### src/rtl/dcache_ctrl.sv
// -----------------------------------------------------------------------------
// dcache_ctrl
//
// Direct-mapped, write-back, write-allocate data cache sitting between the
// pipeline MEM stage and a slow line-wide (256-bit) data memory.
//
// Hits are served with zero added latency: load data is combinational and a
// store hit updates the selected word at the next clock edge.
//
// On a miss the pipeline is stalled while the controller works through these
// steps:
//   - Write back the dirty victim line, if there is one (WB).
//   - Read the new line (RD).
//   - Spend one settle cycle (FILL).
//   - Return to IDLE. The held access is re-evaluated there and now hits.
//
// Parameters
//   INDEX_W : index bits; the cache holds 2^INDEX_W lines of 8 words.
//   ADDR_W  : byte-address width; tag width is ADDR_W-INDEX_W-5.
//
// Ports
//   clk_i, rst_i  : clock and asynchronous active-low reset.
//   cpu_req_i     : MEM stage performs a load or store this cycle.
//   cpu_we_i      : 1 = store, 0 = load.
//   cpu_addr_i    : byte address (bits [1:0] ignored).
//   cpu_data_i    : store data.
//   cpu_data_o    : load data, valid on a hit, zero otherwise.
//   cpu_stall_o   : freezes the front of the pipeline while high.
//   mem_enable_o  : memory request valid.
//   mem_write_o   : 1 = line write-back, 0 = line read.
//   mem_addr_o    : line address (bits [4:0] zero).
//   mem_data_o    : victim line during write-back.
//   mem_data_i    : refill line, valid in the mem_ack_i cycle.
//   mem_ack_i     : one-cycle completion pulse from memory.
//   hit_cnt_o, miss_cnt_o : statistics counters, present only when the
//                   DCACHE_STATS_EN macro is defined.
// -----------------------------------------------------------------------------
module dcache_ctrl #(
    parameter int INDEX_W = 4,
    parameter int ADDR_W  = 32
) (
    input  logic              clk_i,
    input  logic              rst_i,
    input  logic              cpu_req_i,
    input  logic              cpu_we_i,
    input  logic [ADDR_W-1:0] cpu_addr_i,
    input  logic [31:0]       cpu_data_i,
    output logic [31:0]       cpu_data_o,
    output logic              cpu_stall_o,
    output logic              mem_enable_o,
    output logic              mem_write_o,
    output logic [ADDR_W-1:0] mem_addr_o,
    output logic [255:0]      mem_data_o,
    input  logic [255:0]      mem_data_i,
    input  logic              mem_ack_i
`ifdef DCACHE_STATS_EN
    ,
    output logic [31:0]       hit_cnt_o,
    output logic [31:0]       miss_cnt_o
`endif
);

    localparam int TAG_W = ADDR_W - INDEX_W - 5;
    localparam int LINES = 1 << INDEX_W;

    typedef enum logic [1:0] {S_IDLE, S_WB, S_RD, S_FILL} state_e;

    state_e             state_q;
    logic [LINES-1:0]   valid_q;
    logic [LINES-1:0]   dirty_q;
    logic [TAG_W-1:0]   tag_q  [LINES];
    logic [255:0]       data_q [LINES];
    logic               mem_enable_q;
    logic               mem_write_q;

    logic [INDEX_W-1:0] idx;
    logic [TAG_W-1:0]   req_tag;
    logic [2:0]         word_sel;
    logic               hit;
    logic               miss;
    logic               store_hit;
    logic               rd_done;
    logic               unused_addr_bits;

    assign idx      = cpu_addr_i[INDEX_W+4:5];
    assign req_tag  = cpu_addr_i[ADDR_W-1:INDEX_W+5];
    assign word_sel = cpu_addr_i[4:2];
    assign unused_addr_bits = ^cpu_addr_i[1:0];

    // Hits are only recognised in IDLE. In the other states the array is
    // busy with the miss, and the held request must not be treated as a hit.
    assign hit       = cpu_req_i && (state_q == S_IDLE) && valid_q[idx]
                       && (tag_q[idx] == req_tag);
    assign miss      = cpu_req_i && (state_q == S_IDLE) && !hit;
    assign store_hit = hit && cpu_we_i;
    assign rd_done   = (state_q == S_RD) && mem_ack_i;

    assign cpu_data_o = hit ? data_q[idx][{word_sel, 5'b0} +: 32] : 32'd0;

    // Stall is forced low while reset is held. A held request would otherwise
    // look like a miss against the freshly invalidated array.
    assign cpu_stall_o = rst_i && (miss || (state_q != S_IDLE));

    assign mem_enable_o = mem_enable_q;
    assign mem_write_o  = mem_write_q;

    // WB reads the victim's tag and data straight from the arrays. The line
    // is only overwritten on the RD acknowledge, so these stay stable for the
    // whole write-back.
    always_comb begin
        mem_addr_o = '0;
        mem_data_o = '0;
        case (state_q)
            S_WB: begin
                mem_addr_o = {tag_q[idx], idx, 5'b0};
                mem_data_o = data_q[idx];
            end
            S_RD: begin
                mem_addr_o = {req_tag, idx, 5'b0};
            end
            default: begin
            end
        endcase
    end

    // Miss-handling FSM with its registered memory-port controls, plus the
    // valid/dirty bookkeeping. Reset drops the request immediately, so an
    // in-flight transaction is abandoned and never installed.
    always_ff @(posedge clk_i or negedge rst_i) begin
        if (!rst_i) begin
            state_q      <= S_IDLE;
            valid_q      <= '0;
            dirty_q      <= '0;
            mem_enable_q <= 1'b0;
            mem_write_q  <= 1'b0;
        end else begin
            case (state_q)
                S_IDLE: begin
                    if (store_hit) begin
                        dirty_q[idx] <= 1'b1;
                    end else if (miss) begin
                        mem_enable_q <= 1'b1;
                        if (valid_q[idx] && dirty_q[idx]) begin
                            state_q     <= S_WB;
                            mem_write_q <= 1'b1;
                        end else begin
                            state_q     <= S_RD;
                            mem_write_q <= 1'b0;
                        end
                    end
                end
                S_WB: begin
                    if (mem_ack_i) begin
                        state_q     <= S_RD;
                        mem_write_q <= 1'b0;
                    end
                end
                S_RD: begin
                    if (mem_ack_i) begin
                        state_q      <= S_FILL;
                        mem_enable_q <= 1'b0;
                        valid_q[idx] <= 1'b1;
                        dirty_q[idx] <= 1'b0;
                    end
                end
                S_FILL: begin
                    state_q <= S_IDLE;
                end
                default: begin
                    state_q <= S_IDLE;
                end
            endcase
        end
    end

    // Tag and data arrays carry no reset. The valid bits alone decide whether
    // their contents mean anything.
    always_ff @(posedge clk_i) begin
        if (rd_done) begin
            data_q[idx] <= mem_data_i;
            tag_q[idx]  <= req_tag;
        end else if (store_hit) begin
            data_q[idx][{word_sel, 5'b0} +: 32] <= cpu_data_i;
        end
    end

`ifdef DCACHE_STATS_EN
    logic        from_fill_q;
    logic [31:0] hit_cnt_q;
    logic [31:0] miss_cnt_q;

    // The IDLE cycle right after FILL is the replay of an access that was
    // already counted as a miss. That cycle is excluded from the hit count.
    always_ff @(posedge clk_i or negedge rst_i) begin
        if (!rst_i) begin
            from_fill_q <= 1'b0;
            hit_cnt_q   <= '0;
            miss_cnt_q  <= '0;
        end else begin
            from_fill_q <= (state_q == S_FILL);
            if (hit && !from_fill_q) begin
                hit_cnt_q <= hit_cnt_q + 32'd1;
            end
            if (miss) begin
                miss_cnt_q <= miss_cnt_q + 32'd1;
            end
        end
    end

    assign hit_cnt_o  = hit_cnt_q;
    assign miss_cnt_o = miss_cnt_q;
`endif

endmodule

### config.mk
export PLATFORM = sky130hd
export DESIGN_NAME = dcache_ctrl
export DESIGN_NICKNAME = d
export VERILOG_FILES = /design/src/rtl/dcache_ctrl.sv
export SDC_FILE = /design/constraint.sdc
export NUM_CORES = 2
export LEC_CHECK = 0
export ABC_AREA = 1
export BUFFER_PORTS_ARGS = -buffer_cell sky130_fd_sc_hd__buf_4
export CORE_MARGIN = 1
export CORE_UTILIZATION = 30
export DETAILED_ROUTE_END_ITERATION = 16
export SLEW_MARGIN = 25
export SYNTH_ARGS = -nofsm -noshare
export SYNTH_HDL_FRONTEND = slang
export SYNTH_MEMORY_MAX_BITS = 65536
export SYNTH_SLANG_ARGS = --single-unit
### constraint.sdc
create_clock -name clk_i -period 5.2 [get_ports clk_i]
set_clock_uncertainty 0.2 [all_clocks]
set_input_delay 0 -clock clk_i [delete_from_list [all_inputs] [get_ports clk_i]]
set_output_delay 0 -clock clk_i [all_outputs]
set_load 0.05 [all_outputs]
* After elaboration in Yosys (flattened, before gate mapping)
Memory sizes are Yosys's and may differ from the RTL's.
Index checks and enable logic that the tools add are counted.
** Word-level totals
- Latch bits :: 0
- ROM bits :: 0
- Logic and storage cells :: 589
- Bits in writable memories :: 4464
- Output and inout port bits :: 323
- Memories kept :: 2
- Flip-flop bits (word level) :: 36
- Input bits :: 325
** Memories
- data_q :: depth 16, bits a word 256, read ports 1, clocked after Yosys merged registers in 0, wr ports 1, line 72 : logic [255:0] data_q [LINES];
- tag_q :: depth 16, bits a word 23, read ports 1, clocked after Yosys merged registers in 0, wr ports 1, line 71 : logic [TAG_W-1:0] tag_q [LINES];
** Cells by class
- Divide/modulo/power cells :: 0
- Reductions and logical operators :: 20
- Bitwise gates (word level) :: 260
- Multiplexer cells :: 287
- Shifts and indexed selects :: 3
- Multiply operators :: 0
- Add/subtract/negate cells :: 1
- Magnitude comparators :: 2
- Equal/unequal tests :: 9
** Operator list (number)
- $mux W256 :: 2
- $mux W1 :: 269
- $or A1 B1 Y1 :: 256
- $shift A32 B10 Y256 const A :: 1
- $shiftx A256 B9 Y32 :: 1
- $shiftx A32 B10 Y256 :: 1
- $pmux W32 S2 :: 1
- $mux W16 :: 2
- $mux W32 :: 1
- $or A16 B16 Y16 :: 2
- $pmux W16 S2 :: 1
- $eq A23 B23 Y1 :: 1
- $and A16 B16 Y16 :: 1
- $not A16 Y16 :: 1
- $reduce_and A4 Y1 :: 3
- $mux W2 :: 5
- $ne A2 B2 Y1 const B :: 5
- $neg A8 Y10 :: 1
- $logic_and A1 B1 Y1 :: 9
- $bmux W1 S4 :: 2
- $pmux W2 S4 :: 1
- $reduce_bool A2 Y1 :: 3
- $lt A4 B5 Y1 const B :: 1
- $demux W1 S4 :: 1
- other kinds (9) :: 11

* Logic depth before layout (Yosys ltp)
- Word-level depth :: 9
- Mapped depth :: 23

* Worst setup path before layout
No wires, ideal clock.
- Path kind :: input port to flip-flop
- Start point :: input port cpu_addr_i[3]
- End point :: memory data_q[10][128], enable pin
- Cell stages on the path :: 12
- Required time :: 4579 ps
- Setup slack :: 765 ps
- Data arrival time :: 3814 ps
- Path through :: clkbuf_1 clkinv_1 clkbuf_1 ha_1 ha_1 inv_1 nor2_1 nand2_1 nor3_1 a21oi_1 buf_2 nor2_1
** Between the ends
- Word-level cells in the longest chain between the ends :: 4
** Ends and longest elaborated chain
- start: declaration :: line 46 : input logic [ADDR_W-1:0] cpu_addr_i,
- $neg A8 Y10 :: line 183 : data_q[idx][{word_sel, 5'b0} +: 32] <= cpu_data_i;
- $shift A32 B10 Y256 :: line 183
- $mux W256 (implied by the code) :: line 183
- $or A1 B1 Y1 (no line)
- end: declaration :: line 72
No other way between the ends.

* Worst setup path after layout
- Start point :: input port cpu_addr_i[7]
- End point :: output port cpu_data_o[1]
** Between the ends
- Word-level cells in the longest chain between the ends :: 5
- Elaborated cells between the ends (all ways) :: 9
** Ends and longest elaborated chain
- parallel branches: the longest is 4 deep, another holds $mem_v2 Z16 W256
- $mux W32 (*) :: line 98 : assign cpu_data_o = hit ? data_q[idx][{word_sel, 5'b0} +: 32] : 32'd0;
- end: declaration :: line 48 : output logic [31:0] cpu_data_o,
Every way passes the cells marked *. The select of a mux whose other input is x is not followed.

==> key figures <==
Run status
  – Status: finished, violations left
  – Failing checks: setup timing

STA
  – Period Utilization, post-route: 103%
  – RSZ-0062 raised after global routing: no
  – Relative slew slack: 7.52%
  – Min Tclk post-route: 5.38 ns
  – Max-slew violations: 0
  – Final Hold Viols: 0
  – Setup Viol. Count Final: 3
  – Worst setup margin: -0.177 ns
  – Worst slew pin tran: 1.38 ns
  – F_max: 0.186 GHz

Cells and area
  – Most frequent cells in the layout: edfxtp_1 (4464), nand2_1 (2551), a22oi_1 (2056), buf_4 (1181), a21oi_1 (803)
  – Layout Nets: 14516
  – Fillers: 55571
  – P&R area growth vs syn: 22.5%
  – Share of post-route cells with drive strength above 1: 17.0%
  – Finished Core Util: 36.9%
  – Commonest non-fill, non-tap cell in the layout: edfxtp_1

CTS
  – Skew-Pair Late Insertion Delay: 1.03 ns
  – H-Tree Depth: 5
  – Clock sinks: 4500
  – Bufs on Longest Clock Path: 4
  – CTS tree: yes
  – Clock slew at reported path FFs: 0.06 ns
  – Number of setup buffers added after CTS: 0
  – Clk root buf: clkbuf_16
  – TritonCTS buffer count: 455

Worst setup path
  – Nature of the critical path startpoint: input pin
  – Setup crit end: cpu_data_o[1]
  – Reg-to-Reg End: data_q[15][28]
  – Crit-path leading delay family: buffers and inverters
  – CP startpoint: cpu_addr_i[7]
  – Crit path top cell by count: buf_4
  – Reg-to-reg startpoint: valid_q[6]
  – R2R depth: 22
  – CP max FO: 62
  – Critical Path RT: 5.00 ns
  – Worst Path Buf+Inv: 10
  – FF-to-FF setup slack: 0.46 ns
  – CP arrival: 5.18 ns
  – CP max stage delay: 0.76 ns
  – Worst path depth: 16
  – Worst Setup End Kind: output port
  – Slowest cell on the critical path: a31oi_1
  – Crit Path Category: input pin to output port
  – Critical-path cell list: dlygate4sd3_1 > buf_4 > inv_1 > nor2_4 > buf_4 > inv_8 > buf_12 > buf_4 > a21oi_1 > or2_2 > inv_1 > a31oi_1 > o211ai_1 > a21oi_1 > buf_4 > buf_4

Routing
  – DR vias: 122711
  – TritonRoute pass-1 iters: 9
  – Final wirelength: 704000 um
  – Vias/cell: 5.47
  – DR iter-0 viols: 17345
  – DRT antenna net count: 0
  – Routed WL per cell: 31.4 um
  – Drc violations: 0

Logic synthesis
  – Syn. warnings: 0
  – Cell Area, Synth: 0.178 mm2
  – Synth Instances: 12742
  – Netlist cell types: 39
  – Yosys reg bits: 4500
  – Sequential fraction of the synthesis area: 76.0%
  – Mapped Avg Cell Area: 13.9 um2

Floorplan
  – Die height: 771 um
  – Die outline width: 771 um
  – Die ar.: 0.595 mm2
  – CORE AREA: 0.590 mm2
  – IO Count: 648
  – Initial Utilization: 30.1%
  – FP Rows: 282

Power and ir drop
  – Worst VDD drop: 322 uV
  – Power Density: 384 mW/mm2
  – Tot Pwr: 83400 uW
  – Leak Pwr: 0.0740 uW

Global route
  – Grt total ovfl: 0
  – Pin count of the biggest net entering global routing: 188
  – Vias in the first global route: 113336
  – GRT Util Overall: 22.7%
  – First-pass GRT wire length: 945000 um
  – Antenna violations before repair: 64

Run
  – Count of max-cap constraint violations: 0

Placed design
  – Placer Congestion: 0.992
  – IO buf count: 640
  – Post-DP HPWL: 461000 um

Worst hold path
  – Hold Crit Class: input pin to flip-flop
metrics by stage:
| step | TNS [ns] | setup WS [ns] | hold slack (ns) | cells | instance area (um2) |
|---|---|---|---|---|---|
| after CTS | 0 | 0.115 | 0.0000733 | 22368 | 217000 |
| after floorplan | 0 | 0.765 | -0.496 | 12746 | 178000 |
| after global routing | 0 | 0.0319 | 0.0306 | 22378 | 217000 |
| after global placement | 0 | 0.548 | -0.190 | 21048 | 197000 |
| after detailed placement | 0 | 0.510 | -0.187 | 21054 | 198000 |
| final | -0.332 | -0.177 | 0.0109 | 22415 | 217000 |
synthesized netlist by cell type:
cell	n	area share, %
buf_2	180	0.51
buf_6	2	0.013
dfrtp_1	36	0.51
nor4_1	106	0.37
nand3_2	1	0.0056
nand2_1	2553	5.4
o21ai_0	55	0.16
nand4_1	294	1.0
nor2_2	2	0.0070
nor2_8	1	0.011
o21bai_2	6	0.038
conb_1	1	0.0021
clkinv_1	2	0.0042
nor3_1	78	0.22
buf_1	185	0.39
inv_1	371	0.78
a21boi_0	1	0.0042
or2_2	146	0.51
nand4_2	7	0.049
nand3_1	134	0.38
o21ai_1	70	0.20
nor2_4	2	0.013
a221oi_1	1	0.0049
o32ai_1	1	0.0049
a21oi_1	809	2.3
clkbuf_1	493	1.0
xor2_1	1	0.0049
buf_4	15	0.063
o31ai_1	9	0.038
a31oi_1	178	0.63
a22oi_1	2056	8.7
ha_1	8	0.056
inv_2	8	0.017
nand3_4	2	0.020
o211ai_1	21	0.089
nor2_1	439	0.93
nand2_2	1	0.0035
edfxtp_1	4464	76
o21bai_1	3	0.013
worst min-delay path by stage:
stage / endpoint / from / depth (start not counted)
finish: data_q[4][149] / mem_data_i[149] / 4
global route: valid_q[10] / rst_i / 4
CTS: data_q[9][95] / mem_data_i[95] / 4
detailed placement: valid_q[5] / rst_i / 1
global placement: valid_q[5] / rst_i / 1
floorplan: asynchronous set/reset pin / rst_i / 0
area by class of cell:
type / instances / area, um2 / share of cell area (%)
Sequential cell: 4500 / 135000 / 62.1
Multi-Input combinational cell: 6991 / 38900 / 17.9
Clock inverter: 283 / 2800 / 1.29
Clock buffer: 556 / 11800 / 5.43
Antenna cell: 40 / 100 / 0.0460
Inverter: 381 / 1480 / 0.682
Tap cell: 7810 / 9770 / 4.49
Timing Repair Buffer: 1854 / 17600 / 8.08
worst register-to-register path: stages, from the launching register on:
cell and delay (ns):
dfrtp_1 0.32, inv_1 0.05, o21ai_1 0.11, nand2_1 0.05
dlygate4sd3_1 0.56, nand2_1 0.07, nand2_1 0.05, nand2_1 0.11
nor2_1 0.06, nor2_2 0.24, nand2_1 0.10, nor2_1 0.10
nand2_1 0.07, nor2_2 0.17, nand3_4 0.16, nor2_8 0.20
nand3_4 0.21, buf_4 0.34, buf_4 0.32, nand2_1 0.08
o21ai_1 0.05, dlygate4sd3_1 0.58, buf_4 0.20
flip-flops by register name (all words and copies together), names as in the netlist, named ones only:
name,flops
state_q,2
tag_q,368
data_q,4096
valid_q,16
mem_write_o,1
mem_enable_o,1
what timing repair did:
item	4_1_cts	5_1_grt
hold endpoints to repair	4788	32
hold buffers	475	2
setup endpoints to repair	0	3
gates resized for setup	0	1
routing by layer:
metal  part of all wire [%]  global-route usage [%]
met1                     36                    27.9
met2                     43                    33.1
met3                     13                    8.85
met4                    7.9                    15.2
met5                  0.096                       0
logic make-up (layout without fill, tap and decap cells):
group	Yosys count	count (layout)	share of synthesized area [%]
and+or+nand+nor	3766	3767	8.96
adders and majority gates	8	8	0.0564
buffers and inverters	1256	3074	2.82
xor gates and xnor gates	1	1	0.00493
DFF	4500	4500	76.0
AOI/OAI and AO/OA	3210	3210	12.1
other	1	45	0.00211
where the power goes:
part           internal, uW  switching, uW  total (uW)
Clock                 18000          14500       32500
Sequential            40600            183       40800
Combinational          2520           7640       10200
Note: power is estimated with default switching activity, not from simulation.
